File: config.mk
export PLATFORM = sky130hd
export DESIGN_NAME = rif_arbiter
export DESIGN_NICKNAME = d
export VERILOG_FILES = /design/src/rtl/rif_arbiter.sv
export SDC_FILE = /design/constraint.sdc
export NUM_CORES = 1
export LEC_CHECK = 0
export BUFFER_PORTS_ARGS = -buffer_cell sky130_fd_sc_hd__buf_2
export CAP_MARGIN = 20
export CORE_MARGIN = 1.5
export CORE_UTILIZATION = 50
export CTS_BUF_LIST = sky130_fd_sc_hd__clkbuf_8
export CTS_CLUSTER_SIZE = 14
export DETAILED_ROUTE_END_ITERATION = 10
export PLACE_DENSITY = 0.89
export SLEW_MARGIN = 15
export SYNTH_ARGS = -nofsm -noshare
export SYNTH_HDL_FRONTEND = slang
export SYNTH_SLANG_ARGS = --single-unit
File: constraint.sdc
create_clock -name aclk -period 5.8 [get_ports aclk]
set_input_delay 1.16 -clock aclk [delete_from_list [all_inputs] [get_ports aclk]]
set_output_delay 1.16 -clock aclk [all_outputs]
set_load 0.05 [all_outputs]
File: src/rtl/rif_arbiter.sv
// Shares one single-cycle-strobe register-interface target between NUM_REQ requesters.
// One transaction in flight: accept -> RIF strobe -> held response to the owner only.
module rif_arbiter #(
    parameter int NUM_REQ    = 2,
    parameter int ADDR_WIDTH = 12,
    parameter int DATA_WIDTH = 32,
    parameter int RR_ARB     = 1
) (
    input  logic                                aclk,
    input  logic                                reset,
    input  logic [NUM_REQ-1:0]                  req_valid,
    output logic [NUM_REQ-1:0]                  req_ready,
    input  logic [NUM_REQ-1:0]                  req_write,
    input  logic [NUM_REQ*ADDR_WIDTH-1:0]       req_addr,
    input  logic [NUM_REQ*DATA_WIDTH-1:0]       req_wdata,
    input  logic [NUM_REQ*(DATA_WIDTH/8)-1:0]   req_wstrb,
    output logic [NUM_REQ-1:0]                  rsp_valid,
    input  logic [NUM_REQ-1:0]                  rsp_ready,
    output logic [DATA_WIDTH-1:0]               rsp_rdata,
    output logic                                rsp_err,
    output logic [ADDR_WIDTH-1:0]               rif_waddr,
    output logic                                rif_wr_req,
    output logic [(DATA_WIDTH/8)-1:0]           rif_wstrb,
    output logic [DATA_WIDTH-1:0]               rif_wdata,
    input  logic                                rif_wvalid,
    output logic [ADDR_WIDTH-1:0]               rif_raddr,
    output logic                                rif_rd_req,
    input  logic [DATA_WIDTH-1:0]               rif_rdata,
    input  logic                                rif_rvalid
);

    localparam int STRB_WIDTH = DATA_WIDTH / 8;
    localparam int PTR_W      = (NUM_REQ > 1) ? $clog2(NUM_REQ) : 1;

    if (NUM_REQ < 1) begin : g_bad_num_req
        $fatal(1, "rif_arbiter: NUM_REQ must be >= 1");
    end
    if ((DATA_WIDTH % 8) != 0) begin : g_bad_data_width
        $fatal(1, "rif_arbiter: DATA_WIDTH must be a multiple of 8");
    end

    typedef enum logic [1:0] {
        ST_IDLE  = 2'd0,
        ST_ISSUE = 2'd1,
        ST_RESP  = 2'd2
    } state_t;

    state_t                  state_r;
    state_t                  next_state_s;
    logic [PTR_W-1:0]        rr_ptr_r;
    logic [PTR_W-1:0]        rr_next_s;
    logic [PTR_W-1:0]        owner_r;
    logic                    write_r;
    logic [PTR_W-1:0]        grant_idx_s;
    logic                    grant_found_s;
    int                      base_s;
    logic [NUM_REQ-1:0]      gnt_onehot_s;
    logic [NUM_REQ-1:0]      owner_onehot_s;
    logic [NUM_REQ-1:0]      req_ready_s;
    logic                    accept_s;
    logic                    rsp_hs_s;
    logic                    sel_write_s;
    logic [ADDR_WIDTH-1:0]   sel_addr_s;
    logic [DATA_WIDTH-1:0]   sel_wdata_s;
    logic [STRB_WIDTH-1:0]   sel_wstrb_s;
    logic [NUM_REQ-1:0]      rsp_valid_r;
    logic [DATA_WIDTH-1:0]   rsp_rdata_r;
    logic                    rsp_err_r;
    logic [ADDR_WIDTH-1:0]   rif_waddr_r;
    logic                    rif_wr_req_r;
    logic [STRB_WIDTH-1:0]   rif_wstrb_r;
    logic [DATA_WIDTH-1:0]   rif_wdata_r;
    logic [ADDR_WIDTH-1:0]   rif_raddr_r;
    logic                    rif_rd_req_r;

    // Grant scan: first valid at or above the start index, then the wrapped part below it.
    always_comb begin
        grant_found_s = 1'b0;
        grant_idx_s   = {PTR_W{1'b0}};
        base_s        = (RR_ARB != 0) ? int'(rr_ptr_r) : 0;
        for (int k = 0; k < NUM_REQ; k++) begin
            grant_idx_s   = (!grant_found_s && req_valid[k] && (k >= base_s)) ? PTR_W'(k) : grant_idx_s;
            grant_found_s = grant_found_s | (req_valid[k] && (k >= base_s));
        end
        for (int k = 0; k < NUM_REQ; k++) begin
            grant_idx_s   = (!grant_found_s && req_valid[k] && (k < base_s)) ? PTR_W'(k) : grant_idx_s;
            grant_found_s = grant_found_s | (req_valid[k] && (k < base_s));
        end
    end

    // Winner payload mux and one-hot decodes of the grant and the current owner.
    always_comb begin
        gnt_onehot_s   = {NUM_REQ{1'b0}};
        owner_onehot_s = {NUM_REQ{1'b0}};
        sel_write_s    = 1'b0;
        sel_addr_s     = {ADDR_WIDTH{1'b0}};
        sel_wdata_s    = {DATA_WIDTH{1'b0}};
        sel_wstrb_s    = {STRB_WIDTH{1'b0}};
        for (int k = 0; k < NUM_REQ; k++) begin
            gnt_onehot_s[k]   = grant_found_s & (grant_idx_s == PTR_W'(k));
            owner_onehot_s[k] = (owner_r == PTR_W'(k));
            sel_write_s = gnt_onehot_s[k] ? req_write[k] : sel_write_s;
            sel_addr_s  = gnt_onehot_s[k] ? req_addr[k*ADDR_WIDTH +: ADDR_WIDTH] : sel_addr_s;
            sel_wdata_s = gnt_onehot_s[k] ? req_wdata[k*DATA_WIDTH +: DATA_WIDTH] : sel_wdata_s;
            sel_wstrb_s = gnt_onehot_s[k] ? req_wstrb[k*STRB_WIDTH +: STRB_WIDTH] : sel_wstrb_s;
        end
    end

    assign rsp_hs_s  = |(rsp_valid_r & rsp_ready);
    assign rr_next_s = (owner_r == PTR_W'(NUM_REQ - 1)) ? {PTR_W{1'b0}} : (owner_r + PTR_W'(1'b1));

    // Next-state and accept decode; no grant is offered while reset is high.
    always_comb begin
        next_state_s = state_r;
        req_ready_s  = {NUM_REQ{1'b0}};
        case (state_r)
            ST_IDLE: begin
                if (grant_found_s && !reset) begin
                    req_ready_s  = gnt_onehot_s;
                    next_state_s = ST_ISSUE;
                end else begin
                    next_state_s = ST_IDLE;
                end
            end
            ST_ISSUE: next_state_s = ST_RESP;
            ST_RESP: begin
                if (rsp_hs_s) begin
                    next_state_s = ST_IDLE;
                end else begin
                    next_state_s = ST_RESP;
                end
            end
            default: next_state_s = ST_IDLE;
        endcase
    end

    assign accept_s = |req_ready_s;

    // State register.
    always_ff @(posedge aclk or posedge reset) begin
        if (reset) begin
            state_r <= ST_IDLE;
        end else begin
            state_r <= next_state_s;
        end
    end

    // Transaction latch, RIF strobe generation and response capture.
    always_ff @(posedge aclk or posedge reset) begin
        if (reset) begin
            rr_ptr_r     <= {PTR_W{1'b0}};
            owner_r      <= {PTR_W{1'b0}};
            write_r      <= 1'b0;
            rsp_valid_r  <= {NUM_REQ{1'b0}};
            rsp_rdata_r  <= {DATA_WIDTH{1'b0}};
            rsp_err_r    <= 1'b0;
            rif_waddr_r  <= {ADDR_WIDTH{1'b0}};
            rif_wr_req_r <= 1'b0;
            rif_wstrb_r  <= {STRB_WIDTH{1'b0}};
            rif_wdata_r  <= {DATA_WIDTH{1'b0}};
            rif_raddr_r  <= {ADDR_WIDTH{1'b0}};
            rif_rd_req_r <= 1'b0;
        end else begin
            case (state_r)
                ST_IDLE: begin
                    if (accept_s) begin
                        owner_r      <= grant_idx_s;
                        write_r      <= sel_write_s;
                        rif_wr_req_r <= sel_write_s;
                        rif_rd_req_r <= ~sel_write_s;
                        rif_waddr_r  <= sel_write_s ? sel_addr_s  : {ADDR_WIDTH{1'b0}};
                        rif_wdata_r  <= sel_write_s ? sel_wdata_s : {DATA_WIDTH{1'b0}};
                        rif_wstrb_r  <= sel_write_s ? sel_wstrb_s : {STRB_WIDTH{1'b0}};
                        rif_raddr_r  <= sel_write_s ? {ADDR_WIDTH{1'b0}} : sel_addr_s;
                    end
                end
                ST_ISSUE: begin
                    rif_wr_req_r <= 1'b0;
                    rif_rd_req_r <= 1'b0;
                    rif_waddr_r  <= {ADDR_WIDTH{1'b0}};
                    rif_wdata_r  <= {DATA_WIDTH{1'b0}};
                    rif_wstrb_r  <= {STRB_WIDTH{1'b0}};
                    rif_raddr_r  <= {ADDR_WIDTH{1'b0}};
                    rsp_valid_r  <= owner_onehot_s;
                    rsp_err_r    <= write_r ? ~rif_wvalid : ~rif_rvalid;
                    rsp_rdata_r  <= write_r ? {DATA_WIDTH{1'b0}} : rif_rdata;
                end
                ST_RESP: begin
                    if (rsp_hs_s) begin
                        rsp_valid_r <= {NUM_REQ{1'b0}};
                        rsp_rdata_r <= {DATA_WIDTH{1'b0}};
                        rsp_err_r   <= 1'b0;
                        rr_ptr_r    <= rr_next_s;
                    end
                end
                default: begin
                    rif_wr_req_r <= 1'b0;
                    rif_rd_req_r <= 1'b0;
                    rsp_valid_r  <= {NUM_REQ{1'b0}};
                end
            endcase
        end
    end

    assign req_ready  = req_ready_s;
    assign rsp_valid  = rsp_valid_r;
    assign rsp_rdata  = rsp_rdata_r;
    assign rsp_err    = rsp_err_r;
    assign rif_waddr  = rif_waddr_r;
    assign rif_wr_req = rif_wr_req_r;
    assign rif_wstrb  = rif_wstrb_r;
    assign rif_wdata  = rif_wdata_r;
    assign rif_raddr  = rif_raddr_r;
    assign rif_rd_req = rif_rd_req_r;

endmodule
# Word level (Yosys, flattened, before mapping)
# Index checks and enable logic that the tools add are counted.
# word_totals
reg_bits	102
latchBits	0
mem_bits_rw	0
romBits	0
input_bits	138
output_inout_bits	99
wordCells	92
memories	0
# classes
addsub	1
mul	0
n_div	0
order_cmp	2
n_eq_ne	4
shift	0
mux	40
bitwise_logic	12
reduce_logical	20
# ops
op	n
$mux W32	6
$pmux W32 S2	2
$mux W12	6
$pmux W12 S2	2
$mux W4	4
$pmux W2 S3	2
$reduce_and A2 Y1	6
$mux W1	10
$mux W2	4
$pmux W4 S2	1
$not A1 Y1	7
$logic_and A1 B1 Y1	6
$pmux W1 S2	3
$ne A2 B2 Y1 const B	2
$reduce_bool A2 Y1	2
$reduce_or A2 Y1	2
$logic_not A1 Y1	3
$and A1 B1 Y1	2
$and A2 B2 Y2	1
$eq A2 B1 Y1 const B	1
$eq A2 B2 Y1 const B	1
$logic_not A2 Y1	1
$or A1 B1 Y1	2
$add A1 B1 Y1 const B	1
other kinds (2)	2

# Logic depth before layout (Yosys ltp)
# Gate-level depths: netlist of run 1.
# logic_depth
word_depth	14
ltp_mapped	7
depth_no_buf	4

# Worst setup path after synthesis of run 1
# Ideal clock, no wire load.
# synth_timing
path_kind	in2out
startpoint	input port req_valid[0]
endpoint	output port req_ready[1]
arrival_ps	2285
required_time_ps	4640
slack_ps	2355
path_stages	6
n_path_buf	3
cell_sequence	nand2b_1 and2_1 clkbuf_1 buf_2 buf_2 and2_1
# synth_via
elab_chain_cells	9
elab_cells_between_ends	15
classes_between	mux (4); bitwise (3); reduce/logical (8)
# synth_rtl
item	line	rtl
start, declared	11	input logic [NUM_REQ-1:0] req_valid,
$logic_and A1 B1 Y1	83	grant_found_s = grant_found_s | (req_valid[k] && (k >= base_s));
$or A1 B1 Y1	83	
$logic_not A1 Y1	86	grant_idx_s = (!grant_found_s && req_valid[k] && (k < base_s)) ? PTR_W'(k) : grant_idx_s;
$logic_and A1 B1 Y1 (2 in a row)	86	
$mux W1	86	
$and A1 B1 Y1	100	gnt_onehot_s[k] = grant_found_s & (grant_idx_s == PTR_W'(k));
$mux W2 *	118	if (grant_found_s && !reset) begin
$mux W2 *	116	case (state_r)
end, declared	12	output logic [NUM_REQ-1:0] req_ready,
# Every way passes the cells marked *; elsewhere a longest branch is shown, timed or not.

# Final worst setup path of run 1
# Same ends and word-level chain as after synthesis.

==> results of run 1 <==
## worst paths after layout
path / endpoint / slack, ns / cells after the start
setup / recovery: req_ready[1] / 2.09 / 5
hold / removal: rsp_rdata[19]$_DFFE_PP0P_ / 0.48 / 1
setup reg to reg: rif_wdata[1]$_DFFE_PP0P_ / 2.79 / 5
hold reg to reg: rsp_rdata[19]$_DFFE_PP0P_ / 0.48 / 1
max in group asynchronous: rif_wstrb[1]$_DFFE_PP0P_ / 3.80 / 3
min in group asynchronous: rif_waddr[2]$_DFFE_PP0P_ / 0.91 / 2
## synth_stat cells (all sizes together)
master | count | area (um^2)
dfrtp | 102 | 2550
nand2 | 62 | 233
o22ai | 60 | 425
a22oi | 48 | 360
a22o | 30 | 263
buf | 19 | 100
clkbuf | 19 | 71.3
nor2 | 7 | 41.3
nand2b | 5 | 33.8
a21o | 4 | 30.0
and2 | 4 | 26.3
and4bb | 4 | 50.1
o21ai | 4 | 20.0
inv | 2 | 7.51
or3 | 2 | 17.5
a21boi | 1 | 11.3
a21oi | 1 | 5.00
a32o | 1 | 10.0
and2b | 1 | 8.76
mux2i | 1 | 10.0
nor2b | 1 | 6.26
o21a | 1 | 7.51
o32ai | 1 | 8.76
or2b | 1 | 7.51
## registers in the layout, summed over array words and instances, names as in the netlist
signal,cells
owner_r,1
rif_raddr,12
rif_rd_req,1
rif_waddr,12
rif_wdata,32
rif_wr_req,1
rif_wstrb,4
rr_ptr_r,1
rsp_err,1
rsp_rdata,32
rsp_valid,2
state_r,2
write_r,1
## metal layers
layer / track usage / share of wire
met4: 0.0944 / 0.029
met5: 0 / 0
met2: 0.421 / 0.48
met3: 0.0450 / 0.088
met1: 0.333 / 0.40
## worst max-delay path: stages
cell      delay [ns]
buf_2           0.11
nand2b_1        0.08
and2_2          0.71
and2_1          0.22
buf_2           0.26
## power by group
group	switching [mW]	total (mW)	leakage (nW)	internal, mW
logic	1.05	1.41	1.60	0.368
registers	0.132	1.04	1.37	0.905
clock network	0.234	0.432	0.0969	0.198
total	1.41	2.88	3.06	1.47
## cell families after synthesis
family,synth area share
buffers and inverters,0.0415
multiplexers,0.00232
flip-flops,0.593
AO/OA/AOI/OAI,0.265
AND/OR/NAND/NOR,0.0985
## metrics by stage
stage | cell area [um^2] | utilization
after floorplan | 4310 | -
after global placement | 5490 | 0.662
after detailed placement | 5490 | 0.662
after CTS | 5680 | 0.685
after global routing | 5690 | 0.685
final | 5690 | 0.685
## area by class of cell
| type | count | area [um^2] | share of cell area |
|---|---|---|---|
| Clock buffer | 9 | 124 | 0.0218 |
| Timing Repair Buffer | 240 | 1210 | 0.213 |
| Multi-Input combinational cell | 239 | 1590 | 0.280 |
| Inverter | 2 | 10.0 | 0.00176 |
| Tap cell | 105 | 131 | 0.0231 |
| Sequential cell | 102 | 2550 | 0.449 |
| Clock inverter | 6 | 63.8 | 0.0112 |
==> run_results.csv, run 1 <==
group,metric,value,unit
sta,fmax,269,MHz
floorplanning,num_rows,33,
placement,dp.cells,688,
sta,fin_crit_sh,0.640,
clock_tree,post_cts_buffers,0,
synth,ys_warn_count,0,
global_route,grt_usage,0.254,
sta,slew_viol_final,0,
layout,layout_common_cells,"236 x buf_2, 102 x dfrtp_1, 61 x nand2_1",
floorplanning,fp.dieW,95.8,um
floorplanning,io_pins,237,
synth,syn_nets,519,
clock_tree,cts_buffer_depth,2,
worst_setup_path,crit_arrival,2.55,ns
clock_tree,clock_latency,0.35,ns
worst_setup_path,cp.required,4.64,ns
sta,layout_setup_ws,2.09,ns
synth,synth_cell_types,31,
synth,yosysSeqAreaShare,0.593,
layout,final_cell_count_no_fill,703,
placement,post-place-ws,2.08,ns
route,vias_per_cell,5.65,
worst_setup_path,r2r-start,"state_r[0]$_DFF_PP0_",
floorplanning,core,0.00830,mm^2
layout,fill_cells,631,
global_route,antenna_found_initial,0,
global_route,grt_pass1_wl,17800,um
sta,worst_pin_slew,0.920,ns
layout,drive_above_1_share,0.463,
synth,syn_inst,381,
sta,rsz0062_at_grt,"no",
global_route,grt_max_degree,63,
global_route,globalRouteOverflowTotal,0,
layout,syn_to_final_growth,32.0,%
clock_tree,cts-buffers-inserted,9,
power_and_ir_drop,power.density,507,mW/mm^2
floorplanning,dieArea,0.00918,mm^2
route,drc_errors,0,
global_route,grt_pass1_vias,3632,
floorplanning,chipHeight,95.8,um
clock_tree,cts.sinks,102,
worst_setup_path,cp_max_fo,49,
placement,port_buffers,236,
clock_tree,path_clk_slew,0.10,ns
route,vias,3975,
worst_setup_path,path_class,"input port to primary output",
route,wl_per_cell,17.3,um
layout,final_common_cell,"buf_2",
sta,fin_setup_tns,0,ns
clock_tree,cts_hold_buf,0,
sta,skew,0.0143,ns
sta,hold_violations,0,
layout,n_antenna_cell,0,
placement,place_congestion,0.788,
clock_tree,cts-root-buf,"clkbuf_8",
sta,max-slew-margin-rel,0.385,
floorplanning,start_util,0.519,
min_path,hold_class,"flip-flop to flip-flop",
synth,syn_area_per_cell,11.3,um^2
worst_setup_path,startpoint,"req_valid[0]",
route,first_pass_iters,5,
clock_tree,cts.repair.resized,0,
sta,fin_crit,3.71,ns
worst_setup_path,end_kind,"primary output",
route,ant_nets,0,
synth,netlist_area,0.00431,mm^2
placement,dpl.hpwl,8670,um
synth,synth_seq_cells,102,
min_path,hp-start,"rsp_rdata[19]$_DFFE_PP0P_",
sta,hold_ws,0.479,ns
power_and_ir_drop,p_leak,3.06,nW
sta,finalSetupViolCount,0,
power_and_ir_drop,ir_drop,0.372,mV
route,dr.first_iter.drc_count,179,
layout,nets,732,
route,routed_wl,12200,um
worst_setup_path,start_kind,"input port",
clock_tree,h-tree-depth,3,
outcome,status,"completed",
power_and_ir_drop,power,2.88,mW
clock_tree,cts_tree,"done",
flow_run,maxCapViolCount,0,
Note: power is estimated with default switching activity, not from simulation.
==> run 2: changes to the inputs <==
- CORE_UTILIZATION: 50 -> 42
- PLACE_DENSITY: 0.89 -> 0.79
- clock period: 5.8 -> 3.2 ns (I/O delays scaled with it)
==> run_results.csv, run 2 (synthesis results as in run 1) <==
group,metric,value,unit
global_route,grt_max_degree,49,
worst_setup_path,start_kind,"flip-flop",
sta,finalSetupViolCount,0,
min_path,hold_class,"input port to async pin",
placement,post-place-ws,0.805,ns
floorplanning,chipHeight,104,um
route,wl_per_cell,16.7,um
sta,worst_pin_slew,0.670,ns
layout,n_antenna_cell,0,
global_route,grt_pass1_wl,19700,um
layout,final_common_cell,"buf_2",
sta,max-slew-margin-rel,0.553,
worst_setup_path,crit_arrival,1.96,ns
sta,fmax,384,MHz
layout,fill_cells,834,
worst_setup_path,path_class,"flip-flop to primary output",
worst_setup_path,cp.required,2.56,ns
floorplanning,dieArea,0.0109,mm^2
placement,port_buffers,236,
sta,rsz0062_at_grt,"no",
layout,drive_above_1_share,0.469,
global_route,antenna_found_initial,0,
flow_run,maxCapViolCount,0,
sta,hold_violations,0,
clock_tree,path_clk_slew,0.10,ns
global_route,globalRouteOverflowTotal,0,
clock_tree,cts-root-buf,"clkbuf_8",
route,first_pass_iters,4,
worst_setup_path,crit_slowest_cell,"dfrtp_1",
layout,multi_input_area,0.00159,mm^2
worst_setup_path,end_kind,"primary output",
route,dr.first_iter.drc_count,249,
power_and_ir_drop,power.density,917,mW/mm^2
route,vias_per_cell,5.44,
global_route,grt_usage,0.227,
power_and_ir_drop,ir_drop,0.463,mV
power_and_ir_drop,clkPwrFrac,0.163,
floorplanning,io_pins,237,
route,vias,4013,
layout,syn_to_final_growth,35.0,%
layout,layout_common_cells,"236 x buf_2, 102 x dfrtp_1, 61 x nand2_1",
power_and_ir_drop,switching_power,2.57,mW
clock_tree,cts-buffers-inserted,9,
clock_tree,post_cts_buffers,0,
clock_tree,cts_buffer_depth,2,
placement,place_congestion,0.783,
worst_setup_path,crit_chain,"or3_4 -> nor2_4 -> and2_1 -> buf_2",
sta,fin_crit_sh,0.814,
floorplanning,core,0.00986,mm^2
clock_tree,cts_tree,"done",
global_route,grt_pass1_vias,3985,
placement,dpl.hpwl,8780,um
power_and_ir_drop,p_int,2.76,mW
outcome,status,"completed",
sta,layout_setup_ws,0.596,ns
power_and_ir_drop,seq_power_share,0.351,
worst_setup_path,cp_max_fo,12,
route,routed_wl,12300,um
floorplanning,num_rows,36,
layout,nets,738,
clock_tree,cts.sinks,102,
layout,final_util,0.589,
clock_tree,clock_latency,0.36,ns
worst_setup_path,timing.critical_path.slowest_cell_delay,0.51,ns
layout,layout.area.seq,0.00255,mm^2
clock_tree,h-tree-depth,3,
clock_tree,cts_hold_buf,0,
power_and_ir_drop,swShare,0.482,
clock_tree,cts.repair.resized,0,
power_and_ir_drop,combPwrFrac,0.486,
sta,fin_crit,2.60,ns
power_and_ir_drop,p_leak,3.11,nW
sta,fin_setup_tns,0,ns
route,drc_errors,0,
route,ant_nets,0,
sta,skew,0.00782,ns
worst_setup_path,r2r_slack,1.08,ns
floorplanning,start_util,0.437,
sta,slew_viol_final,0,
floorplanning,fp.dieW,104,um
[run 2: layer usage]
metal  up-vias  GRT usage  part of all wire
met3        23     0.0420             0.060
met4         0     0.0992             0.022
li1       1861          -                 -
met2       175      0.381              0.50
met5         -          0                 0
met1      1954      0.285              0.42
[run 2: path summary, 6_finish.rpt]
kind,endpoint,cells past startpoint,from
max,req_ready[0],4,state_r[0]$_DFF_PP0_
min,rif_waddr[0]$_DFFE_PP0P_,2,reset
max reg2reg,rif_wdata[6]$_DFFE_PP0P_,5,state_r[0]$_DFF_PP0_
min reg2reg,rsp_rdata[7]$_DFFE_PP0P_,1,rsp_rdata[7]$_DFFE_PP0P_
max in group asynchronous,rif_wdata[16]$_DFFE_PP0P_,3,reset
min in group aclk,rsp_rdata[7]$_DFFE_PP0P_,1,rsp_rdata[7]$_DFFE_PP0P_
[run 2: area by class of cell]
class | count | area share
sequential | 102 | 0.439
multi-input combinational | 239 | 0.273
timing repair buffer | 246 | 0.220
tap | 133 | 0.0286
clock buffer | 9 | 0.0213
clock inverter | 7 | 0.0151
inverter | 2 | 0.00194
[run 2: power by group through the flow]
stage | clock (mW) | combinational, mW | sequential, mW
6_report | 0.869 | 2.59 | 1.87
5_1_grt | 0.943 | 2.73 | 1.91
4_1_cts | 0.885 | 2.59 | 1.87
3_5_place_dp | 0 | 2.59 | 1.89
3_3_place_gp | 0 | 2.54 | 1.88
2_1_floorplan | 0 | 0.817 | 3.00
[run 2: worst max-delay path: cells and delay by family (launching register included)]
kind	cells	cell delay, ns
buf+inv	1	0.28
flops	1	0.51
simple gates	3	0.81
[run 2: per-stage QoR]
stage	cells	power, mW	hold slack [ns]	instance area (um^2)
2_1_floorplan	381	3.82	0.462	4310
3_3_place_gp	721	4.42	0.456	5580
3_5_place_dp	721	4.48	0.469	5580
4_1_cts	737	5.35	0.477	5790
5_1_grt	738	5.58	0.196	5810
6_report	738	5.33	0.215	5810
